===== src/rtl/mem_pkg.sv =====
// Shared definitions for the RAM-side access controller: RAM geometry and
// the transaction FSM state encoding.
package mem_pkg;

    // RAM geometry: 512 words of 32 bits.
    localparam int MEM_ADDR_WIDTH = 9;
    localparam int MEM_DATA_WIDTH = 32;
    localparam int MEM_DEPTH      = 512;

    // Transaction FSM states. The numeric values are visible on the debug
    // state output, so keep them stable.
    typedef enum logic [2:0] {
        IDLE    = 3'd0,
        RD_ADDR = 3'd1,
        RD_WAIT = 3'd2,
        WR      = 3'd3,
        DONE    = 3'd4
    } mem_state_e;

    // True for every state in which a transaction is in flight.
    function automatic logic state_is_busy(input mem_state_e s);
        return (s != IDLE);
    endfunction

endpackage


===== src/rtl/mem_bus_reg.sv =====
// Loadable register with synchronous clear and two load sources.
// Source B has priority over source A; clear has priority over both.
module mem_bus_reg #(
    parameter int WIDTH = 32
) (
    input  logic             clk_i,
    input  logic             clear_i,
    input  logic             load_a_i,
    input  logic [WIDTH-1:0] data_a_i,
    input  logic             load_b_i,
    input  logic [WIDTH-1:0] data_b_i,
    output logic [WIDTH-1:0] q_o
);

    logic [WIDTH-1:0] value_q;
    logic [WIDTH-1:0] value_d;

    // Next value: hold unless one of the load strobes is active.
    always_comb begin
        value_d = value_q;
        if (load_b_i) begin
            value_d = data_b_i;
        end else if (load_a_i) begin
            value_d = data_a_i;
        end
    end

    // Storage with synchronous clear.
    always_ff @(posedge clk_i) begin
        if (clear_i) begin
            value_q <= '0;
        end else begin
            value_q <= value_d;
        end
    end

    assign q_o = value_q;

endmodule


===== src/rtl/mem_access_ctrl.sv =====
// Bus-side initiator for the synchronous 512x32 RAM. Holds MAR and MDR,
// loads them from the CPU bus while idle, and runs single read or write
// transactions with a start/busy/done handshake.
//
// Handshake: a start is accepted only on an edge where the controller is
// IDLE. busy is high from the cycle after acceptance up to and including the
// done cycle; done is a one-cycle pulse. Starts and loads seen while busy
// (including during DONE) are dropped, not queued. start_read wins over
// start_write when both are high.
module mem_access_ctrl
    import mem_pkg::*;
#(
    parameter int ADDR_WIDTH = MEM_ADDR_WIDTH,
    parameter int DATA_WIDTH = MEM_DATA_WIDTH
) (
    input  logic                  clock,
    input  logic                  clear,
    input  logic [DATA_WIDTH-1:0] bus_in,
    input  logic                  mar_in,
    input  logic                  mdr_in,
    input  logic                  start_read,
    input  logic                  start_write,
    output logic [DATA_WIDTH-1:0] mdr_value,
    output logic                  busy,
    output logic                  done,
    output logic                  ram_read,
    output logic                  ram_write,
    output logic [ADDR_WIDTH-1:0] ram_address,
    output logic [DATA_WIDTH-1:0] ram_data_out,
    input  logic [DATA_WIDTH-1:0] ram_data_in,
    output logic [2:0]            state_dbg
);

    mem_state_e state_q;
    logic       busy_q;
    logic       done_q;
    logic       ram_read_q;
    logic       ram_write_q;

    logic                  idle;
    logic                  mar_load;
    logic                  mdr_load;
    logic                  mdr_capture;
    logic [ADDR_WIDTH-1:0] mar_q;
    logic [DATA_WIDTH-1:0] mdr_q;

    // Bus bits above the RAM address width are deliberately discarded.
    logic unused_bus_hi;
    assign unused_bus_hi = ^bus_in[DATA_WIDTH-1:ADDR_WIDTH];

    assign idle        = (state_q == IDLE);
    assign mar_load    = idle && mar_in;
    assign mdr_load    = idle && mdr_in;
    // MDR takes the RAM output on the edge that leaves RD_WAIT.
    assign mdr_capture = (state_q == RD_WAIT);

    mem_bus_reg #(
        .WIDTH(ADDR_WIDTH)
    ) u_mar (
        .clk_i   (clock),
        .clear_i (clear),
        .load_a_i(mar_load),
        .data_a_i(bus_in[ADDR_WIDTH-1:0]),
        .load_b_i(1'b0),
        .data_b_i('0),
        .q_o     (mar_q)
    );

    mem_bus_reg #(
        .WIDTH(DATA_WIDTH)
    ) u_mdr (
        .clk_i   (clock),
        .clear_i (clear),
        .load_a_i(mdr_load),
        .data_a_i(bus_in),
        .load_b_i(mdr_capture),
        .data_b_i(ram_data_in),
        .q_o     (mdr_q)
    );

    // Transaction FSM with registered Moore outputs that track the state.
    always_ff @(posedge clock) begin
        if (clear) begin
            state_q     <= IDLE;
            busy_q      <= 1'b0;
            done_q      <= 1'b0;
            ram_read_q  <= 1'b0;
            ram_write_q <= 1'b0;
        end else begin
            case (state_q)
                IDLE: begin
                    if (start_read) begin
                        state_q     <= RD_ADDR;
                        busy_q      <= state_is_busy(RD_ADDR);
                        done_q      <= 1'b0;
                        ram_read_q  <= 1'b1;
                        ram_write_q <= 1'b0;
                    end else if (start_write) begin
                        state_q     <= WR;
                        busy_q      <= state_is_busy(WR);
                        done_q      <= 1'b0;
                        ram_read_q  <= 1'b0;
                        ram_write_q <= 1'b1;
                    end else begin
                        state_q     <= IDLE;
                        busy_q      <= 1'b0;
                        done_q      <= 1'b0;
                        ram_read_q  <= 1'b0;
                        ram_write_q <= 1'b0;
                    end
                end
                RD_ADDR: begin
                    state_q     <= RD_WAIT;
                    busy_q      <= 1'b1;
                    done_q      <= 1'b0;
                    ram_read_q  <= 1'b0;
                    ram_write_q <= 1'b0;
                end
                RD_WAIT: begin
                    state_q     <= DONE;
                    busy_q      <= 1'b1;
                    done_q      <= 1'b1;
                    ram_read_q  <= 1'b0;
                    ram_write_q <= 1'b0;
                end
                WR: begin
                    state_q     <= DONE;
                    busy_q      <= 1'b1;
                    done_q      <= 1'b1;
                    ram_read_q  <= 1'b0;
                    ram_write_q <= 1'b0;
                end
                DONE: begin
                    state_q     <= IDLE;
                    busy_q      <= 1'b0;
                    done_q      <= 1'b0;
                    ram_read_q  <= 1'b0;
                    ram_write_q <= 1'b0;
                end
                default: begin
                    state_q     <= IDLE;
                    busy_q      <= 1'b0;
                    done_q      <= 1'b0;
                    ram_read_q  <= 1'b0;
                    ram_write_q <= 1'b0;
                end
            endcase
        end
    end

    assign busy         = busy_q;
    assign done         = done_q;
    assign ram_read     = ram_read_q;
    assign ram_write    = ram_write_q;
    assign ram_address  = mar_q;
    assign ram_data_out = mdr_q;
    assign mdr_value    = mdr_q;
    assign state_dbg    = state_q;

endmodule


===== config.mk =====
export PLATFORM = sky130hd
export DESIGN_NAME = mem_access_ctrl
export DESIGN_NICKNAME = d
export VERILOG_FILES = /design/src/rtl/mem_pkg.sv /design/src/rtl/mem_bus_reg.sv /design/src/rtl/mem_access_ctrl.sv
export SDC_FILE = /design/constraint.sdc
export NUM_CORES = 1
export LEC_CHECK = 0
export CORE_UTILIZATION = 35
export CTS_BUF_LIST = sky130_fd_sc_hd__clkbuf_8
export DETAILED_ROUTE_END_ITERATION = 8
export PLACE_DENSITY_LB_ADDON = 0.08
export SLEW_MARGIN = 10
export SYNTH_ARGS = -nofsm -noshare
export SYNTH_HDL_FRONTEND = slang
export SYNTH_SLANG_ARGS = --single-unit

===== constraint.sdc =====
create_clock -name clock -period 1.65 [get_ports clock]
set_input_delay 0.2475 -clock clock [delete_from_list [all_inputs] [get_ports clock]]
set_output_delay 0.2475 -clock clock [all_outputs]
set_load 0.005 [all_outputs]

==> metrics.cfg <==
[place]
place_area_um2 = 3710
gp_congestion = 0.674
hpwlAfterDp_um = 4530
post-place-ws_ns = -0.0465
placed_cells = 423
port_buffers = 149

[grt]
grt_use_total_pct = 18.5
grt_max_degree = 33
grt_pass1_wl_um = 10500
busiest_layer = met2
antenna_found_initial = 0
overflow = 0
use_met2_pct = 32.1
grtUsageMet1_pct = 22.4
grt_use_met3_pct = 4.96
first_global_vias = 2168

[setup_path]
path_max_fanout = 4
arrival_ns = 1.30
end_kind = output pin
rr_worst_depth = 3
cp-start-kind = register
worstSetupPathType = register to output pin
critPathRequiredTime_ns = 1.40

[clock_network]
ctsHoldBuffers = 0
cts.sinks = 48
clk_latency_ns = 0.30
cts_tree = done
cts_resized = 0
htree_num_levels = 2
cts_root_buffer = clkbuf_8
clk_path_buf_depth = 2
cts_setup_buffers = 0
cts_made_buffers = 5
cts.clk_slew.worst_paths_ns = 0.09

[sta]
rsz0062_at_grt = no
report.final.slew_viol_count = 0
hold_viol = 0
relSlewSlack_pct = 64.2
tightest_slew_ns = 0.536
fmax_mhz = 647
setup_viol = 0
finalCriticalPeriod_ns = 1.55
period_share_pct = 93.7
final.setup.tns_ns = 0
layout_setup_ws_ns = 0.104
finClkSkew_ns = 0.00441

[die]
die_x_um = 85.2
die_y_um = 85.2
rows = 29
fp.dieArea_um2 = 7260
io_pins = 150
start_util_pct = 37.1
core_area_um2 = 6530

[synth]
ys_types = 20
synth_area_leader_cell = dfxtp_1
synth-simple-area-share_pct = 6.97
netlist_area_um2 = 2420
synthTopCellsByArea = dfxtp_1, a211oi_2, mux2i_1
synthAdderAreaFrac_pct = 0
synthCells = 242
yosysSeqAreaShare_pct = 39.7
syn_nets = 312
synth_top_cell_area_share_pct = 39.7
syn_area_per_cell_um2 = 10.0
synth-seq-cells = 48
synth_top_family_by_area = compound AO/OA/AOI/OAI gates
yosys-mux-area-fraction_pct = 13.2
yosys_warnings = 0
synth_compound_area_share_pct = 25.1
synth_xor_area_share_pct = 0

[routing]
vias = 2088
drtIter0Drc = 82
wl_per_cell_um = 15.1
viasPerCell = 4.84
drt-total-wl_um = 6500
drc = 0
drt_pass1_iterations = 4
ant_nets = 0

[layout]
multi_input_area_um2 = 1100
areaGrowthSynthToFinish_pct = 57.1
n_antenna_cell = 0
fin_nets = 423
final_cell_mix = clkdlybuf4s50_1, dfxtp_1, a21oi_1, mux2i_1, a211oi_2
register_area_um2 = 965
fin_area_um2 = 3800
final_common_cell = clkdlybuf4s50_1
drive_gt1_share_pct = 14.7
utilization_pct = 58.3
num-fill-cells = 592
final_cells = 431

[power_and_ir_drop]
power_density_nw_per_um2 = 868
vdd_ir_drop_max_uv = 374
leakage_uw = 0.00134

[hold_path]
hold_path_depth = 3
worstHoldPathType = primary input to register

[outcome]
status = completed

[flow_run]
drv_cap = 0

-- flip-flops by register name, summed over array words and instances, names as in the netlist --
signal / count
u_mar.q_o: 9
ram_read: 1
ram_write: 1
busy: 1
u_mdr.q_o: 32
done: 1
state_dbg: 3
-- layer usage --
metal | wire, um | up-vias
li1 | - | 1046
met5 | 0 | -
met3 | 407 | 6
met2 | 3040 | 80
met4 | 63 | 0
met1 | 2990 | 956
-- worst paths after layout --
kind / slack [ns] / start / endpoint
hold reg to reg: 0.46 / u_mar.q_o[0]$_SDFFE_PP0P_ / u_mar.q_o[0]$_SDFFE_PP0P_
hold / removal: 0.27 / clear / busy$_SDFF_PP0_
setup / recovery: 0.10 / state_dbg[0]$_SDFF_PP0_ / state_dbg[0]
setup reg to reg: 0.27 / state_dbg[1]$_SDFF_PP0_ / u_mar.q_o[4]$_SDFFE_PP0P_
-- stage by stage --
| stage | hold WS [ns] | power [uW] |
|---|---|---|
| floorplan | 0.324 | 2040 |
| global placement | 0.440 | 2590 |
| detailed placement | 0.449 | 2600 |
| CTS | 0.265 | 3350 |
| global route | 0.274 | 3500 |
| finish | 0.273 | 3300 |
-- report_power, final --
group / switching (uW) / internal [uW] / total (uW)
clock: 403 / 335 / 738
combinational: 460 / 718 / 1180
sequential: 95.9 / 1290 / 1390
-- layout make-up --
class | count | area share, %
Multi-Input combinational cell | 140 | 28.9
Clock inverter | 2 | 0.296
Clock buffer | 6 | 2.17
Sequential cell | 48 | 25.4
Timing Repair Buffer | 157 | 40.6
Inverter | 1 | 0.0987
Tap cell | 77 | 2.53
-- cell usage after synthesis --
master,n
a211oi_1,2
buf_6,4
nor2_1,6
buf_4,33
clkbuf_1,10
buf_2,6
inv_1,1
a211oi_2,30
or2_1,1
dfxtp_1,48
or4b_1,1
and2_4,1
and2_1,2
a21oi_1,42
nor4b_4,1
nand2_1,19
mux2i_1,32
a21boi_0,1
nor4_1,1
nor3b_1,1
-- worst max-delay path, stage by stage, from the launching register on --
cell and delay (ns):
dfxtp_2 0.36, buf_4 0.14, clkdlybuf4s50_1 0.50
-- logic make-up (layout without fill, tap and decap cells) --
| logic type | count (synthesis) | in the layout |
|---|---|---|
| simple gates | 33 | 33 |
| compound gates | 75 | 75 |
| flops | 48 | 48 |
| buf+inv | 54 | 166 |
| mux | 32 | 32 |
(Power assumes the default switching activity.)
==> RTL edit (config.mk and constraints unchanged) <==
Set the package constant `MEM_ADDR_WIDTH` to 10 (it was 9).
--- a/src/rtl/mem_pkg.sv
+++ b/src/rtl/mem_pkg.sv
@@ -5,3 +5,3 @@
     // RAM geometry: 512 words of 32 bits.
-    localparam int MEM_ADDR_WIDTH = 9;
+    localparam int MEM_ADDR_WIDTH = 10;
     localparam int MEM_DATA_WIDTH = 32;
Ports: changed (resized ram_address); port bits go from 150 to 151. No check against the original RTL was run, so the function may have changed too.
==> RTL edit against the original RTL <==
Combinational power hardly changed; worst setup slack better by 0.019 ns; design area grew 1.4%; critical path depth fell by 1; total power down 1.6%; clock power fell by 12%; register-to-register slack worse by 0.07 ns; wire length grew 1.6%; sequential cell count rose by 1; worst hold slack improved by 0.045 ns; synthesized area is 1.4% higher; die area up 1.4%; critical endpoint is now state_dbg[1]; highest routed layer unchanged.
==> RTL edit: results (changes against the original RTL) <==
stage,metric,value,unit,change
power_and_ir_drop,p_leak,1.347,nW,was 1.336 nW
cts,cts_max_level,2,,unchanged
setup_path,worst_ep_arrival_time,1.28,ns,was 1.30 ns
cells_and_area,drive_gt1_frac,0.1453,,was 0.1469
yosys,synth_commonest_cells,"dfxtp_1 (49), a21oi_1 (43), buf_4 (33), mux2i_1 (32), a211oi_2 (30)",,"was dfxtp_1 (48), a21oi_1 (42), buf_4 (33), mux2i_1 (32), a211oi_2 (30)"
place,place.gp.congestion,0.7254,,was 0.6735
cells_and_area,clk_share,0.01913,,was 0.02466
sta,worst_slew_pin_slew,0.5512,ns,was 0.5363 ns
setup_path,worst-path-max-fanout,9,,was 4
run_status,outcome,completed,,unchanged
yosys,syn_area_per_cell,9.984,µm²,was 10.01 µm²
global_route,grt_pass1_vias,2063,,was 2168
cells_and_area,num-multi-input-gates,143,,was 140
yosys,synth_cell_type_count,22,,was 20
setup_path,slowest_delay,0.54,ns,was 0.50 ns
place,port_buffers,150,,was 149
routing,vias,2114,,was 2088
place,placed_cells,448,,was 423
cells_and_area,buffers,159,,was 157
routing,drt-total-wl,6603,µm,was 6497 µm
cts,clkSinkCount,49,,was 48
cells_and_area,nClkBuffers,5,,was 6
yosys,synth.area.top_cells,"dfxtp_1 (40%), a211oi_2 (15%), mux2i_1 (13%)",,unchanged
global_route,track_usage,0.1774,,was 0.1847
sta,clock_skew,0.01190,ns,was 0.004409 ns
global_route,grt_pass1_wl,10230,µm,was 10540 µm
routing,wire_per_inst,14.54,µm,was 15.07 µm
routing,initialDrtViolationCount,50,,was 82
yosys,ys_seq_area_frac,0.3994,,was 0.3967
cells_and_area,buffer_area_frac,0.4053,,was 0.4064
cells_and_area,multi_input_area_share,0.2883,,was 0.2890
cts,cts_max_path_buffers,2,,unchanged
cells_and_area,fin_nets,429,,was 423
cells_and_area,fillers,637,,was 592
yosys,synth_nets,316,,was 312
power_and_ir_drop,vdd_drop_max,0.0004904,V,was 0.0003735 V
power_and_ir_drop,switching_power,0.9303,mW,was 0.9587 mW
cts,numCtsBuffers,5,,unchanged
RTL edit: logic make-up (layout without fill, tap and decap cells):
| family | count (synthesis) | after routing | share of synthesized area |
|---|---|---|---|
| AO/OA/AOI/OAI | 76 | 76 | 0.2496 |
| multiplexers | 32 | 32 | 0.1304 |
| AND/OR/NAND/NOR | 35 | 35 | 0.07286 |
| flip-flops | 49 | 49 | 0.3994 |
| buffers and inverters | 54 | 166 | 0.1477 |
RTL edit: repair_timing:
item                                    4_1_cts  5_1_grt
endpoints found under the setup margin        0        2
resized for setup                             0        2
endpoints found under the hold margin         0        0
RTL edit: final timing paths:
check	from	endpoint	slack, ns	depth (start not counted)
max	state_dbg[1]	state_dbg[1]	0.12	1
min	clear	u_mdr.q_o[11]	0.32	2
max reg2reg	state_dbg[1]	u_mar.q_o[8]	0.20	3
min reg2reg	u_mar.q_o[4]	u_mar.q_o[4]	0.46	2
RTL edit: power by group through the flow:
stage	logic [mW]	registers (mW)	clock network, mW
after detailed placement	1.19	1.45	0
final	1.18	1.42	0.648
after CTS	1.19	1.42	0.674
after floorplan	0.635	1.44	0
after global placement	1.18	1.45	0
after global routing	1.26	1.44	0.732
RTL edit: layer usage:
layer	wire (µm)	global-route usage	share of wire	vias to the layer above
li1	-	-	-	1066
met1	3012	0.2241	0.46	970
met2	3140	0.2967	0.48	76
met3	418	0.05775	0.063	2
met4	32	0.03636	0.0048	0
met5	0	0	0	-
RTL edit: through the flow:
step	util	setup WS, ns	setup TNS (ns)	instance area [µm²]
global route	0.5680	0.04472	0	3859
CTS	0.5676	0.02882	0	3856
detailed placement	0.5567	-0.05001	-0.3951	3782
global placement	0.5567	-0.02025	-0.1765	3782
finish	0.5680	0.1229	0	3859
floorplan	-	0.3502	0	2456
